## src/rtl/lcd_reg_scanner_if.sv

```systemverilog
// Byte stream from the register scanner to the LCD controller.
// The scanner offers a byte with char_valid; the controller takes it with char_ready.
interface lcd_reg_scanner_if;
    logic [7:0] char_data;
    logic       char_is_cmd;
    logic       char_valid;
    logic       char_ready;

    modport master (
        output char_data,
        output char_is_cmd,
        output char_valid,
        input  char_ready
    );

    modport slave (
        input  char_data,
        input  char_is_cmd,
        input  char_valid,
        output char_ready
    );
endinterface

```

## src/rtl/lcd_reg_scanner.sv

```systemverilog
// LCD register-file viewer: walks the core's debug register index, captures each
// register, prints "Rnn:XXXXXXXX" after a cursor-home command, holds the line on
// screen for a while, then moves to the next register.
//
// state    | meaning
// ---------+-----------------------------------------------------------------
// S_IDLE   | stopped, nothing offered to the LCD
// S_SELECT | reg_no stable, waiting READ_LAT cycles for the core's read data
// S_HOME   | offering the cursor-home command (DDRAM address 0)
// S_CHARS  | offering the 12 line characters, one per accepted transfer
// S_DWELL  | line on screen; index advances when the dwell runs out
module lcd_reg_scanner #(
    parameter int unsigned DWELL_CYCLES = 50_000_000,
    parameter int unsigned READ_LAT     = 2,
    parameter int unsigned FIRST_REG    = 0,
    parameter int unsigned LAST_REG     = 31
) (
    input  logic                clk,
    input  logic                reset,
    input  logic                enable,
    output logic [4:0]          reg_no,
    input  logic [31:0]         reg_content,
    output logic                busy,
    lcd_reg_scanner_if.master   lcd
);

    // One down-counter serves both the read wait and the dwell; they never overlap.
    localparam int unsigned CNT_MAX = (DWELL_CYCLES > READ_LAT) ? DWELL_CYCLES : READ_LAT;
    localparam int          CNT_W   = $clog2(CNT_MAX + 1);
    localparam logic [7:0]  CMD_HOME = 8'h80;
    localparam logic [3:0]  LAST_IDX = 4'd11;

    typedef enum logic [2:0] {
        S_IDLE,
        S_SELECT,
        S_HOME,
        S_CHARS,
        S_DWELL
    } state_t;

    state_t             state;
    state_t             state_nxt;
    logic [CNT_W-1:0]   cnt;
    logic               cnt_zero;
    logic [31:0]        value;
    logic [3:0]         idx;
    logic               xfer;
    logic [1:0]         tens;
    logic [4:0]         tens_sub;
    logic [7:0]         tens_ascii;
    logic [7:0]         units_ascii;
    logic [3:0]         nib;
    logic [7:0]         char_byte;

    function automatic logic [7:0] hex_ascii(input logic [3:0] n);
        return (n < 4'd10) ? (8'h30 + {4'b0, n}) : (8'h37 + {4'b0, n});
    endfunction

    assign xfer     = lcd.char_valid && lcd.char_ready;
    assign cnt_zero = (cnt == '0);
    assign busy     = (state != S_IDLE);

    // State register.
    always_ff @(posedge clk) begin
        if (reset) state <= S_IDLE;
        else       state <= state_nxt;
    end

    // Next-state decode; a line, once started, always runs to the end of its dwell.
    always_comb begin
        state_nxt = state;
        case (state)
            S_IDLE:   if (enable)                    state_nxt = S_SELECT;
            S_SELECT: if (cnt_zero)                  state_nxt = S_HOME;
            S_HOME:   if (xfer)                      state_nxt = S_CHARS;
            S_CHARS:  if (xfer && idx == LAST_IDX)   state_nxt = S_DWELL;
            S_DWELL:  if (cnt_zero)                  state_nxt = enable ? S_SELECT : S_IDLE;
            default:                                 state_nxt = S_IDLE;
        endcase
    end

    // Shared timer: loaded on entry to SELECT or DWELL, counts down to zero.
    always_ff @(posedge clk) begin
        if (reset) begin
            cnt <= '0;
        end else if (state != S_SELECT && state_nxt == S_SELECT) begin
            cnt <= CNT_W'(READ_LAT - 1);
        end else if (state != S_DWELL && state_nxt == S_DWELL) begin
            cnt <= CNT_W'(DWELL_CYCLES - 1);
        end else if ((state == S_SELECT || state == S_DWELL) && !cnt_zero) begin
            cnt <= cnt - CNT_W'(1);
        end
    end

    // Register value is sampled once, at the end of the read wait, and held for the line.
    always_ff @(posedge clk) begin
        if (reset)                             value <= '0;
        else if (state == S_SELECT && cnt_zero) value <= reg_content;
    end

    // Character index within the line, advanced only by accepted transfers.
    always_ff @(posedge clk) begin
        if (reset) begin
            idx <= '0;
        end else if (state == S_CHARS && xfer) begin
            idx <= (idx == LAST_IDX) ? 4'd0 : idx + 4'd1;
        end
    end

    // Register index advances when the dwell expires, wrapping at LAST_REG.
    always_ff @(posedge clk) begin
        if (reset) begin
            reg_no <= 5'(FIRST_REG);
        end else if (state == S_DWELL && cnt_zero) begin
            reg_no <= (reg_no == 5'(LAST_REG)) ? 5'(FIRST_REG) : reg_no + 5'd1;
        end
    end

    // Decimal split of reg_no (0..31) by range compare instead of a divider.
    always_comb begin
        tens     = 2'd0;
        tens_sub = 5'd0;
        if (reg_no >= 5'd30) begin
            tens     = 2'd3;
            tens_sub = 5'd30;
        end else if (reg_no >= 5'd20) begin
            tens     = 2'd2;
            tens_sub = 5'd20;
        end else if (reg_no >= 5'd10) begin
            tens     = 2'd1;
            tens_sub = 5'd10;
        end
        tens_ascii  = 8'h30 + {6'b0, tens};
        units_ascii = 8'h30 + {3'b0, reg_no - tens_sub};
    end

    // Character for the current index: "R", two digits, ":", then hex MSB nibble first.
    always_comb begin
        nib = 4'd0;
        case (idx)
            4'd4:    nib = value[31:28];
            4'd5:    nib = value[27:24];
            4'd6:    nib = value[23:20];
            4'd7:    nib = value[19:16];
            4'd8:    nib = value[15:12];
            4'd9:    nib = value[11:8];
            4'd10:   nib = value[7:4];
            4'd11:   nib = value[3:0];
            default: nib = 4'd0;
        endcase
        case (idx)
            4'd0:    char_byte = 8'h52;
            4'd1:    char_byte = tens_ascii;
            4'd2:    char_byte = units_ascii;
            4'd3:    char_byte = 8'h3A;
            default: char_byte = hex_ascii(nib);
        endcase
    end

    // Byte offer follows the state directly, so data stays put while a transfer stalls.
    always_comb begin
        lcd.char_valid  = 1'b0;
        lcd.char_is_cmd = 1'b0;
        lcd.char_data   = 8'h00;
        case (state)
            S_HOME: begin
                lcd.char_valid  = 1'b1;
                lcd.char_is_cmd = 1'b1;
                lcd.char_data   = CMD_HOME;
            end
            S_CHARS: begin
                lcd.char_valid  = 1'b1;
                lcd.char_data   = char_byte;
            end
            default: ;
        endcase
    end

endmodule

```

## src/flat_wrapper.sv

```systemverilog
// flat-port wrapper written by rule: the top's interface ports become plain ports
module lcd_reg_scanner_flat 
#(
    parameter int unsigned DWELL_CYCLES = 50_000_000,
    parameter int unsigned READ_LAT     = 2,
    parameter int unsigned FIRST_REG    = 0,
    parameter int unsigned LAST_REG     = 31
)
  (clk, reset, enable, reg_no, reg_content, busy, lcd_char_data, lcd_char_is_cmd, lcd_char_valid, lcd_char_ready);
  lcd_reg_scanner_if lcd_i ();
  input  logic clk;
  input  logic reset;
  input  logic enable;
  output logic [4:0] reg_no;
  input  logic [31:0] reg_content;
  output logic busy;
  output wire logic [$bits(lcd_i.char_data)-1:0] lcd_char_data;
  output wire logic [$bits(lcd_i.char_is_cmd)-1:0] lcd_char_is_cmd;
  output wire logic [$bits(lcd_i.char_valid)-1:0] lcd_char_valid;
  input wire logic [$bits(lcd_i.char_ready)-1:0] lcd_char_ready;
  assign lcd_char_data = lcd_i.char_data;
  assign lcd_char_is_cmd = lcd_i.char_is_cmd;
  assign lcd_char_valid = lcd_i.char_valid;
  assign lcd_i.char_ready = lcd_char_ready;
  lcd_reg_scanner #(.DWELL_CYCLES(DWELL_CYCLES), .READ_LAT(READ_LAT), .FIRST_REG(FIRST_REG), .LAST_REG(LAST_REG)) u_core (.clk(clk), .reset(reset), .enable(enable), .reg_no(reg_no), .reg_content(reg_content), .busy(busy), .lcd(lcd_i));
endmodule
```

## config.mk

```make
export PLATFORM = sky130hd
export DESIGN_NAME = lcd_reg_scanner_flat
export DESIGN_NICKNAME = d
export VERILOG_FILES = /design/src/rtl/lcd_reg_scanner_if.sv /design/src/rtl/lcd_reg_scanner.sv /design/src/flat_wrapper.sv
export SDC_FILE = /design/constraint.sdc
export NUM_CORES = 1
export LEC_CHECK = 0
export CAP_MARGIN = 10
export CELL_PAD_IN_SITES_DETAIL_PLACEMENT = 0
export CELL_PAD_IN_SITES_GLOBAL_PLACEMENT = 1
export CORE_UTILIZATION = 42
export CTS_CLUSTER_DIAMETER = 80
export CTS_CLUSTER_SIZE = 10
export DETAILED_ROUTE_END_ITERATION = 8
export DONT_BUFFER_PORTS = 1
export MAX_ROUTING_LAYER = met4
export PLACE_DENSITY_LB_ADDON = 0.1
export SETUP_SLACK_MARGIN = 0.02
export SYNTH_ARGS = -nofsm -noshare
export SYNTH_HDL_FRONTEND = slang
export SYNTH_SLANG_ARGS = --single-unit
export TNS_END_PERCENT = 100
```

## constraint.sdc

```tcl
create_clock -name clk -period 3.2 [get_ports clk]
set_input_delay 0.96 -clock clk [delete_from_list [all_inputs] [get_ports clk]]
set_output_delay 0.96 -clock clk [all_outputs]
set_load 0.03 [all_outputs]
```

* Yosys cells after proc, flatten, opt, wreduce, memory -nomap -nowiden
Index checks and enable logic that the tools add are counted.
Cells by class: add/subtract/negate cells 8, order comparisons 4, equality and inequality tests 20, multiplexer cells 24, reduce and logical (&&, ||, !) cells 19
Operator list (number):
- $mux 26 | 2
- $pmux 4 s8 | 1
- $pmux 8 s4 | 1
- $logic_not 26->1 | 1
- $sub 26x1->26 const B | 1
- $eq 4x3->1 const B | 4
- $eq 4x4->1 const B | 4
- $pmux 8 s2 | 1
- $mux 3 | 5
- $mux 5 | 3
- $pmux 3 s5 | 1
- $add 6x4->7 const A | 2
- $ge 5x5->1 const B | 2
- $eq 4x2->1 const B | 2
- $logic_and 1x1->1 | 8
- $mux 4 | 2
- $mux 8 | 1
- $add 6x2->7 const A | 1
- $add 6x5->7 const A | 1
- $eq 3x1->1 const B | 2
- $eq 3x2->1 const B | 2
- $eq 3x3->1 const B | 2
- $reduce_bool 3->1 | 2
- $add 5x1->5 const B | 1
- other kinds (17) | 23
Storage, ports and cells: register bits after elaboration 70, bits of input ports 36, output and inout port bits 16, logic and storage cells 82

* Longest topological paths before layout
word-level depth 11, gate-level depth with buffers 11, mapped depth without buffers 11

* Least setup slack after synthesis
Ideal clock, no wire load.
path kind register to output, from reg u_core.reg_no[4], to out lcd_char_data[6], arrival time 2848 ps, required time 2240 ps, slack -608 ps, stages on the path, launching flop included 11, buffers on the path 0, cell sequence dfxtp_1 inv_1 nor3_1 a21o_1 inv_1 ha_1 o21ai_0 nand2b_1 xnor2_1 a21oi_1 o41ai_1
Between the ends: word-level cells in the longest chain between the ends 8, elaborated cells on any way between the ends 14, those cells by class 3 x add/sub; 3 x order compare; 8 x mux
RTL lines:
- from (decl) | line lcd_reg_scanner.sv:21 | output logic [4:0] reg_no,
- from (signal assigned) | line lcd_reg_scanner.sv:113 | reg_no <= 5'(FIRST_REG);
- from (signal assigned) | line lcd_reg_scanner.sv:115 | reg_no <= (reg_no == 5'(LAST_REG)) ? 5'(FIRST_REG) : reg_no + 5'd1;
- $ge 5x4->1 | line lcd_reg_scanner.sv:129 | end else if (reg_no >= 5'd10) begin
- $mux 4 | line lcd_reg_scanner.sv:129
- $mux 5 | line lcd_reg_scanner.sv:126 | end else if (reg_no >= 5'd20) begin
- $mux 5 | line lcd_reg_scanner.sv:123 | if (reg_no >= 5'd30) begin
- $sub 5x5->5 | line lcd_reg_scanner.sv:134 | units_ascii = 8'h30 + {3'b0, reg_no - tens_sub};
- $add 6x5->7 | line lcd_reg_scanner.sv:134
- $pmux 8 s4 (*) | line lcd_reg_scanner.sv:151 | case (idx)
- $pmux 8 s2 (*) | line lcd_reg_scanner.sv:165 | case (state)
- to (decl) | line flat_wrapper.sv:17 | output wire logic [$bits(lcd_i.char_data)-1:0] lcd_char_data;
Every way passes the cells marked *; elsewhere a longest branch is shown, timed or not.

* Final worst setup path
from reg u_core.idx[0], to out lcd_char_data[2]
Between the ends: word-level cells in the longest chain between the ends 6, elaborated cells on any way between the ends 19, those cells by class 2 x add/sub; 1 x order compare; 11 x eq/ne; 4 x mux; 1 x reduce/logical
RTL lines:
- from (decl) | line lcd_reg_scanner.sv:46 | logic [3:0] idx;
- from (signal assigned) | line lcd_reg_scanner.sv:106 | idx <= (idx == LAST_IDX) ? 4'd0 : idx + 4'd1;
- $eq 4x4->1 or $eq 4x3->1 (tied branches) | line lcd_reg_scanner.sv:140 | case (idx)
- $pmux 4 s8 | line lcd_reg_scanner.sv:140
- $add 6x4->7 or $lt 4x4->1 (tied branches) | line lcd_reg_scanner.sv:56 | return (n < 4'd10) ? (8'h30 + {4'b0, n}) : (8'h37 + {4'b0, n});
- $mux 8 | line lcd_reg_scanner.sv:56
- $pmux 8 s4 (*) | line lcd_reg_scanner.sv:151
- $pmux 8 s2 (*) | line lcd_reg_scanner.sv:165
Marked as above.

==> impl_metrics.ini <==
[synth]
synth-compound-area-share = 0.197
ys_warn_count = 0
synthArstFlopShare = 0
synth_top_family_by_area = simple AND/OR/NAND/NOR gates
synth_seq_cells = 70
synth_edf_count = 0
yosys_most_used_dff = dfxtp_1
synthMuxAreaShare = 0.0106
netlist_area_um2 = 3790
synthAdderAreaFrac = 0.0482
syn_nets = 522
avgSynthCellArea_um2 = 8.02
ys_types = 53
synthCells = 472
yosys.area_share.xor_xnor = 0.0625
ys_seq_area_frac = 0.370
yosys.area_share.simple = 0.262

[final_layout]
diodes = 0
final_cell_mix = nand2_1, dfxtp_1, a21oi_1
drive_gt1_frac = 0.290
syn_to_final_growth_pct = 26.2
nets = 559
final_area_um2 = 4780
final_common_cell = nand2_1
fin_util = 0.548

[floorplanning]
rows = 34
start_util = 0.434
dieArea_um2 = 9400
num_io_pins = 52
core_region_area_um2 = 8720
die_w_um = 96.9
die_y_um = 96.9

[power_and_ir_drop]
leakage_nw = 1.72
p_int_mw = 2.34
p_seq_frac = 0.320
p_per_area_nw_per_um2 = 930
worst_ir_drop_vdd_mv = 0.523
swShare = 0.474
power.share.clock = 0.151
switchingPower_mw = 2.11
combPwrFrac = 0.529

[critical_path]
critPathLaunchType = flip-flop
cp-end-kind = output port
crit_arrival_ns = 2.57
path_max_fanout = 6
crit_required_ns = 2.24
timing.rr.start = u_core.cnt[0]
reg2reg_depth = 9
reg2reg_to = u_core.value[12]
path_class = reg -> out
reg2reg_slack_ns = 0.45

[sta]
hold_viol_final = 0
finalMaxSlewViolations = 0
layout_min_cycle_time_ns = 3.53
tightestPinTransition_ns = 0.636
setup_viol = 7
tns_ns = -1.78
fmaxAchievable_mhz = 283
rsz0062_at_grt = true
skew_ns = 0.0179
setup_ws_ns = -0.333
final.period_utilization = 1.10
slew_headroom = 0.575

[outcome]
violations = negative setup slack
status = complete, but fails checks

[grt]
grt_overflow = 0
grt_pass1_vias = 3356
grt_pass1_wl_um = 16400
antenna_found_initial = 0
grt_use_total = 0.220
grt_max_degree = 50

[run]
maxCapViolCount = 0

[drt]
wl_um = 9650
vias = 3490
route.detailed.drc = 0
drtPass1Iterations = 4
ant_nets = 0
detail_route.vias_per_cell = 5.61
drt-initial-drc-count = 139
avgRoutedWirePerCell_um = 15.5

[placement]
place_congestion = 0.796
placed_area_um2 = 4180
io_buffers = 0
dp_hpwl_um = 6620

[cts]
cts.sinks = 70
tritoncts = done
clk_latency_ns = 0.36
cts_hold_buf = 0
cts_buffers = 9
path_clk_slew_ns = 0.08
cts_buffer_depth = 2
cts_max_level = 3
root_buffer = clkbuf_8

[worst_hold_path]
hold_depth = 2
hold_class = reg -> reg
whs_endpoint = u_core.value[22]
hp-start = u_core.value[22]
-- worst max-delay path, cell delays in order, from the launching register on --
cell	delay [ns]
dfxtp_4	0.41
inv_4	0.06
ha_4	0.19
a22oi_2	0.16
nand2_1	0.09
a22oi_2	0.22
ha_2	0.22
inv_2	0.04
or4b_4	0.52
a31oi_4	0.32
-- what timing repair did --
item,CTS,global route
endpoints found under the hold margin,0,0
resized for setup,47,21
pin swaps,29,21
buffers inserted,12,5
setup endpoints to repair,7,7
-- cell families (layout without fill, tap and decap cells) --
group | Yosys count | count (layout)
xor gates and xnor gates | 27 | 27
DFF | 70 | 70
AOI/OAI and AO/OA | 122 | 122
adders and majority gates | 14 | 14
and+or+nand+nor | 192 | 192
muxes | 4 | 4
buffers and inverters | 43 | 85
-- worst max path at each step --
stage / start / end / slack, ns / cells after the start
floorplan: u_core.idx[0] / lcd_char_data[2] / -0.06 / 11
global placement: u_core.idx[1] / lcd_char_data[2] / 0.04 / 9
detailed placement: u_core.idx[1] / lcd_char_data[2] / -0.02 / 9
CTS: u_core.reg_no[2] / lcd_char_data[3] / -0.29 / 9
global route: u_core.idx[0] / lcd_char_data[2] / -0.45 / 9
finish: u_core.idx[0] / lcd_char_data[2] / -0.33 / 9
-- synth_stat cells, types with 4 or more instances --
cell | number | area [µm²]
nand2_1 | 86 | 323
dfxtp_1 | 70 | 1400
a21oi_1 | 62 | 310
nor2_1 | 28 | 105
clkbuf_1 | 23 | 86.3
xnor2_1 | 22 | 193
a22oi_1 | 20 | 150
nor4_1 | 14 | 87.6
ha_1 | 13 | 163
inv_1 | 13 | 48.8
nand3_1 | 9 | 45.0
or3_1 | 9 | 56.3
nor3_1 | 7 | 35.0
nor3_2 | 7 | 70.1
o21ai_0 | 7 | 35.0
a31oi_1 | 6 | 37.5
nor2b_1 | 5 | 31.3
xor2_1 | 5 | 43.8
and3_1 | 4 | 25.0
buf_2 | 4 | 20.0
mux2i_1 | 4 | 40.0
-- layout make-up --
| type | instances | area (µm²) |
|---|---|---|
| clock buffer | 9 | 124 |
| clock inverter | 7 | 53.8 |
| fill | 812 | 3940 |
| inverter | 13 | 56.3 |
| multi-input combinational | 359 | 2530 |
| sequential | 70 | 1420 |
| tap | 108 | 135 |
| timing repair buffer | 56 | 462 |
-- state kept, by name (all words and copies together), names as in the netlist --
register / flops
u_core.cnt: 26
u_core.idx: 4
u_core.reg_no: 5
u_core.state: 3
u_core.value: 32
-- power by group through the flow --
| stage | sequential [mW] | clock, mW | combinational (mW) |
|---|---|---|---|
| 2_1_floorplan | 1.33 | 0 | 1.93 |
| 3_3_place_gp | 1.42 | 0 | 2.29 |
| 3_5_place_dp | 1.41 | 0 | 2.32 |
| 4_1_cts | 1.41 | 0.690 | 2.36 |
| 5_1_grt | 1.46 | 0.731 | 2.64 |
| 6_report | 1.42 | 0.670 | 2.35 |
-- layer usage --
layer / share of wire / routed length [µm] / global-route usage / vias up
li1: - / - / - / 1749
met1: 0.49 / 4690 / 0.293 / 1660
met2: 0.46 / 4470 / 0.339 / 76
met3: 0.042 / 410 / 0.0499 / 5
met4: 0.0086 / 83 / 0.0551 / 0
met5: 0 / 0 / - / -
-- metrics by stage --
step | setup slack (ns) | cells | total power [mW] | hold slack, ns
floorplan | -0.0623 | 472 | 3.26 | 0.436
global placement | 0.0395 | 590 | 3.71 | 0.444
detailed placement | -0.0197 | 590 | 3.74 | 0.443
CTS | -0.290 | 618 | 4.46 | 0.457
global route | -0.449 | 622 | 4.84 | 0.481
finish | -0.333 | 622 | 4.44 | 0.462
Note: power is estimated with default switching activity, not from simulation.
